`src/rtl/serial_subtractor.sv`:
```
// Bit-serial WIDTH-bit subtractor (A - B - Borrow_in), LSB first, one full-subtractor cell per clock.
// Define SERIAL_SUBTRACTOR_OVERFLOW_EN to add the signed Overflow output.
module serial_subtractor #(
   parameter int unsigned WIDTH = 8
) (
   input  logic             Clk,
   input  logic             Rst_n,
   input  logic             Start,
   input  logic [WIDTH-1:0] In_A,
   input  logic [WIDTH-1:0] In_B,
   input  logic             Borrow_in,
   output logic             Busy,
   output logic             Done,
   output logic [WIDTH-1:0] Difference,
`ifdef SERIAL_SUBTRACTOR_OVERFLOW_EN
   output logic             Overflow,
`endif
   output logic             Borrow_out
);

   localparam int unsigned CNT_W = $clog2(WIDTH + 1);

   typedef enum logic [1:0] {
      IDLE  = 2'd0,
      SHIFT = 2'd1,
      DONE  = 2'd2
   } state_t;

   state_t             state;
   state_t             state_next;
   logic [WIDTH-1:0]   a_sr;
   logic [WIDTH-1:0]   b_sr;
   logic [WIDTH-1:0]   res_sr;
   logic [WIDTH-1:0]   res_next;
   logic               br;
   logic [CNT_W-1:0]   cnt;
   logic               bit_a;
   logic               bit_b;
   logic               d;
   logic               bo;
   logic               last;

   // Single full-subtractor cell
   always_comb begin
      bit_a = a_sr[0];
      bit_b = b_sr[0];
      d     = bit_a ^ bit_b ^ br;
      bo    = (~bit_a & bit_b) | (~(bit_a ^ bit_b) & br);
      last  = (cnt == CNT_W'(WIDTH - 1));
   end

   // Shift-in written this way so WIDTH=1 needs no empty slice
   always_comb begin
      res_next            = res_sr >> 1;
      res_next[WIDTH-1]   = d;
   end

   always_ff @(posedge Clk or negedge Rst_n) begin
      if (!Rst_n) begin
         state <= IDLE;
      end else begin
         state <= state_next;
      end
   end

   always_comb begin
      state_next = state;
      unique case (state)
         IDLE:    if (Start) state_next = SHIFT;
         SHIFT:   if (last)  state_next = DONE;
         DONE:    state_next = IDLE;
         default: state_next = IDLE;
      endcase
   end

   always_comb begin
      Busy = 1'b0;
      Done = 1'b0;
      unique case (state)
         SHIFT:   Busy = 1'b1;
         DONE:    Done = 1'b1;
         default: ;
      endcase
   end

   always_ff @(posedge Clk or negedge Rst_n) begin
      if (!Rst_n) begin
         a_sr       <= '0;
         b_sr       <= '0;
         res_sr     <= '0;
         br         <= 1'b0;
         cnt        <= '0;
         Difference <= '0;
         Borrow_out <= 1'b0;
      end else begin
         if (state == IDLE && Start) begin
            a_sr <= In_A;
            b_sr <= In_B;
            br   <= Borrow_in;
            cnt  <= '0;
         end else if (state == SHIFT) begin
            a_sr   <= a_sr >> 1;
            b_sr   <= b_sr >> 1;
            res_sr <= res_next;
            br     <= bo;
            cnt    <= cnt + 1'b1;
            if (last) begin
               Difference <= res_next;
               Borrow_out <= bo;
            end
         end
      end
   end

`ifdef SERIAL_SUBTRACTOR_OVERFLOW_EN
   // br at the MSB step is the borrow into the MSB
   always_ff @(posedge Clk or negedge Rst_n) begin
      if (!Rst_n) begin
         Overflow <= 1'b0;
      end else if (state == SHIFT && last) begin
         Overflow <= br ^ bo;
      end
   end
`endif

endmodule
```
`config.mk`:
```
export PLATFORM = sky130hd
export DESIGN_NAME = serial_subtractor
export DESIGN_NICKNAME = d
export VERILOG_FILES = /design/src/rtl/serial_subtractor.sv
export SDC_FILE = /design/constraint.sdc
export NUM_CORES = 1
export LEC_CHECK = 0
export ABC_AREA = 1
export ABC_CLOCK_PERIOD_IN_PS = 1500
export BUFFER_PORTS_ARGS = -buffer_cell sky130_fd_sc_hd__buf_4
export CAP_MARGIN = 25
export CELL_PAD_IN_SITES_DETAIL_PLACEMENT = 0
export CELL_PAD_IN_SITES_GLOBAL_PLACEMENT = 1
export CORE_MARGIN = 1.5
export CORE_UTILIZATION = 40
export CTS_CLUSTER_SIZE = 28
export DETAILED_ROUTE_END_ITERATION = 7
export PLACE_DENSITY_LB_ADDON = 0.1
export SLEW_MARGIN = 40
export SYNTH_ARGS = -nofsm -noshare
export SYNTH_HDL_FRONTEND = slang
export SYNTH_SLANG_ARGS = --single-unit
export TNS_END_PERCENT = 50
```
`constraint.sdc`:
```
create_clock -name Clk -period 1.5 [get_ports Clk]
set_input_delay 0.15 -clock Clk [delete_from_list [all_inputs] [get_ports Clk]]
set_output_delay 0.15 -clock Clk [all_outputs]
set_load 0.03 [all_outputs]
```
==> flow_metrics.py <==
metrics = {
    "status": {
        "status": "complete, no violations",
    },
    "worst_setup_path": {
        "critPathMostFrequentCell": "buf_6",
        "path_cells": "inv_2, nand2_4, inv_4, buf_6, buf_6",
        "critPathKind": "flip-flop to output port",
        "worstRegToRegCells": 3,
        "endpoint_kind": "output port",
        "critical_path.top_delay_family": "buffers and inverters",
        "cp_max_fo": 13,
        "cp_num_buf_inv": 4,
        "rrSetupSlack_ns": 0.18,
        "critPathMaxStageDelay_ns": 0.39,
        "start_kind": "flip-flop",
        "cp.required_ns": 1.35,
        "cp.arrival_ns": 1.27,
        "critical-path-slowest-cell": "dfrtp_1",
        "r2r_start": "a_sr[0]$_DFFE_PN0P_",
        "worst_r2r_endpoint": "br$_DFFE_PN0P_",
    },
    "min_path": {
        "holdCritPathClass": "input pin to flip-flop",
        "whs_endpoint": "b_sr[7]$_DFFE_PN0P_",
        "hold_path_startpoint": "In_B[7]",
        "hold_depth": 3,
    },
    "routing": {
        "drc": 0,
        "detail-route-antenna-nets": 0,
        "wire_per_inst_um": 11.8,
        "firstDrtPassIters": 4,
        "vias": 1344,
        "drt_iter0_drc": 60,
        "viasPerCell": 4.92,
        "routed_wl_um": 3220,
    },
    "timing": {
        "fmax_ghz": 0.704,
        "finalWorstSetupSlack_ns": 0.0797,
        "slew_headroom": 0.673,
        "grt_setup_unrepaired": "false",
        "worst_pin_slew_ns": 0.491,
        "finalHoldViolations": 0,
        "whs_ns": 0.0613,
        "fin_setup_tns_ns": 0,
        "fin_crit_sh": 0.947,
        "setup_viol": 0,
        "finalMaxSlewViolations": 0,
        "skew_ns": 0.00318,
        "min_period_ns": 1.42,
    },
    "layout": {
        "drive_above_1_share": 0.265,
        "utilization": 0.513,
        "diodes": 0,
        "final_cell_mix": "nand2_1 (59), dfrtp_1 (39), nand3_1 (34)",
        "layout_commonest_cell": "nand2_1",
        "syn2layout_area_growth_pct": 20.8,
        "finish.instance_area_um2": 2080,
        "nets": 244,
    },
    "floorplanning": {
        "die_area_um2": 4710,
        "coreArea_um2": 4060,
        "row_count": 23,
        "num_io_pins": 31,
        "start_util": 0.425,
        "die_w_um": 68.6,
        "dieHeight_um": 68.6,
    },
    "logic_synthesis": {
        "seq_area_frac_synth": 0.566,
        "synth_top_family_by_area": "simple AND/OR/NAND/NOR gates",
        "synth_fp_nets": 210,
        "syn_area_per_cell_um2": 9.16,
        "synth_xor_area_frac": 0,
        "synthMuxAreaShare": 0,
        "synth_compound_area_frac": 0.0726,
        "synth-simple-area-share": 0.272,
        "synth_area_um2": 1720,
        "synth_cell_type_count": 19,
        "syn_inst": 188,
        "ys_warn_count": 0,
        "synthAdderAreaFrac": 0.0189,
        "ys_ff_latch": 39,
    },
    "global_routing": {
        "grt-ovfl-total": 0,
        "grt_max_degree": 40,
        "antenna_found_initial": 0,
        "grtUsageTotal": 0.160,
        "grt_pass1_vias": 1257,
        "grt_pass1_wl_um": 5520,
    },
    "placed_design": {
        "place_area_um2": 1980,
        "place_ws_ns": 0.197,
        "port_buffers": 30,
        "gp_congestion": 0.807,
        "post-dp-hpwl_um": 2150,
    },
    "pwr": {
        "max-vdd-ir-drop_v": 0.000901,
        "p_leak_nw": 1.06,
        "powerDensity_nw_per_um2": 2030,
    },
    "cts": {
        "insertion_delay_ns": 0.28,
        "cts_tree": "built",
        "numCtsBuffers": 5,
        "clock_sinks": 39,
        "clk_pin_slew_ns": 0.07,
        "cts_root_buffer": "clkbuf_8",
        "clock_path_buffers": 2,
        "htreeDepth": 2,
        "post_cts_buffers": 0,
    },
    "flow_run": {
        "cap_violations": 0,
    },
}
-- synthesized netlist by cell type (all sizes together) --
cell / count / area share
nor2: 6 / 0.017
dfrtp: 39 / 0.57
a21oi: 1 / 0.0029
fa: 1 / 0.012
ha: 1 / 0.0073
buf: 8 / 0.037
or2: 1 / 0.0036
o21ai: 18 / 0.070
nand3: 34 / 0.099
nand2: 64 / 0.15
inv: 15 / 0.033
-- metal layers --
layer  vias to the layer above  wire length [um]  track usage
met4                         0                23       0.0600
li1                        667                 -            -
met1                       642              1460        0.205
met2                        33              1570        0.261
met5                         -                 0            0
met3                         2               164       0.0406
-- flip-flops by register name (all words and copies together), names as in the netlist --
signal / flops
Borrow_out: 1
Difference: 8
a_sr: 8
b_sr: 8
br: 1
cnt: 4
res_sr: 7
state: 2
-- where the power goes --
group          internal [mW]  switching [mW]
clock network          0.325           0.347
logic                  0.679            1.10
registers               1.50           0.264
-- worst reg2reg max path: stages, from the launching register on --
cell     delay [ns]
dfrtp_1        0.40
fa_1           0.46
or2_2          0.31
nand3_1        0.08
-- worst max path at each step --
stage                                    start        endpoint  slack, ns  depth (start not counted)
after floorplan            a_sr[0]$_DFFE_PN0P_  br$_DFFE_PN0P_       0.25                          3
after global placement     a_sr[0]$_DFFE_PN0P_  br$_DFFE_PN0P_       0.22                          3
after detailed placement   a_sr[0]$_DFFE_PN0P_  br$_DFFE_PN0P_       0.20                          3
after CTS                 state[1]$_DFFE_PN0P_            Busy       0.02                          5
after global routing      state[1]$_DFFE_PN0P_            Busy       0.01                          5
final                     state[1]$_DFFE_PN0P_            Busy       0.08                          5
-- cell type report --
type	instances	area, um^2
Timing Repair Buffer	35	273
Sequential cell	39	976
Inverter	15	58.8
Clock inverter	2	12.5
Fill cell	383	1980
Tap cell	50	62.6
Clock buffer	6	72.6
Multi-Input combinational cell	126	627
-- what timing repair did --
action	CTS	global route
cloned	0	0
endpoints found under the setup margin	1	1
hold buffers	1	0
hold endpoints to repair	39	0
resized for setup	1	2
-- stage by stage --
stage | std cells | power (mW)
final | 273 | 4.22
after global placement | 264 | 3.50
after CTS | 273 | 4.26
after global routing | 273 | 4.58
after detailed placement | 264 | 3.55
after floorplan | 188 | 3.05
-- logic make-up after synthesis --
| logic type | count (synthesis) |
|---|---|
| AO/OA/AOI/OAI | 19 |
| adder cells (fa/ha/maj) | 2 |
| buffers and inverters | 23 |
| flip-flops | 39 |
| AND/OR/NAND/NOR | 105 |
Power figures use the tool's default switching activity.
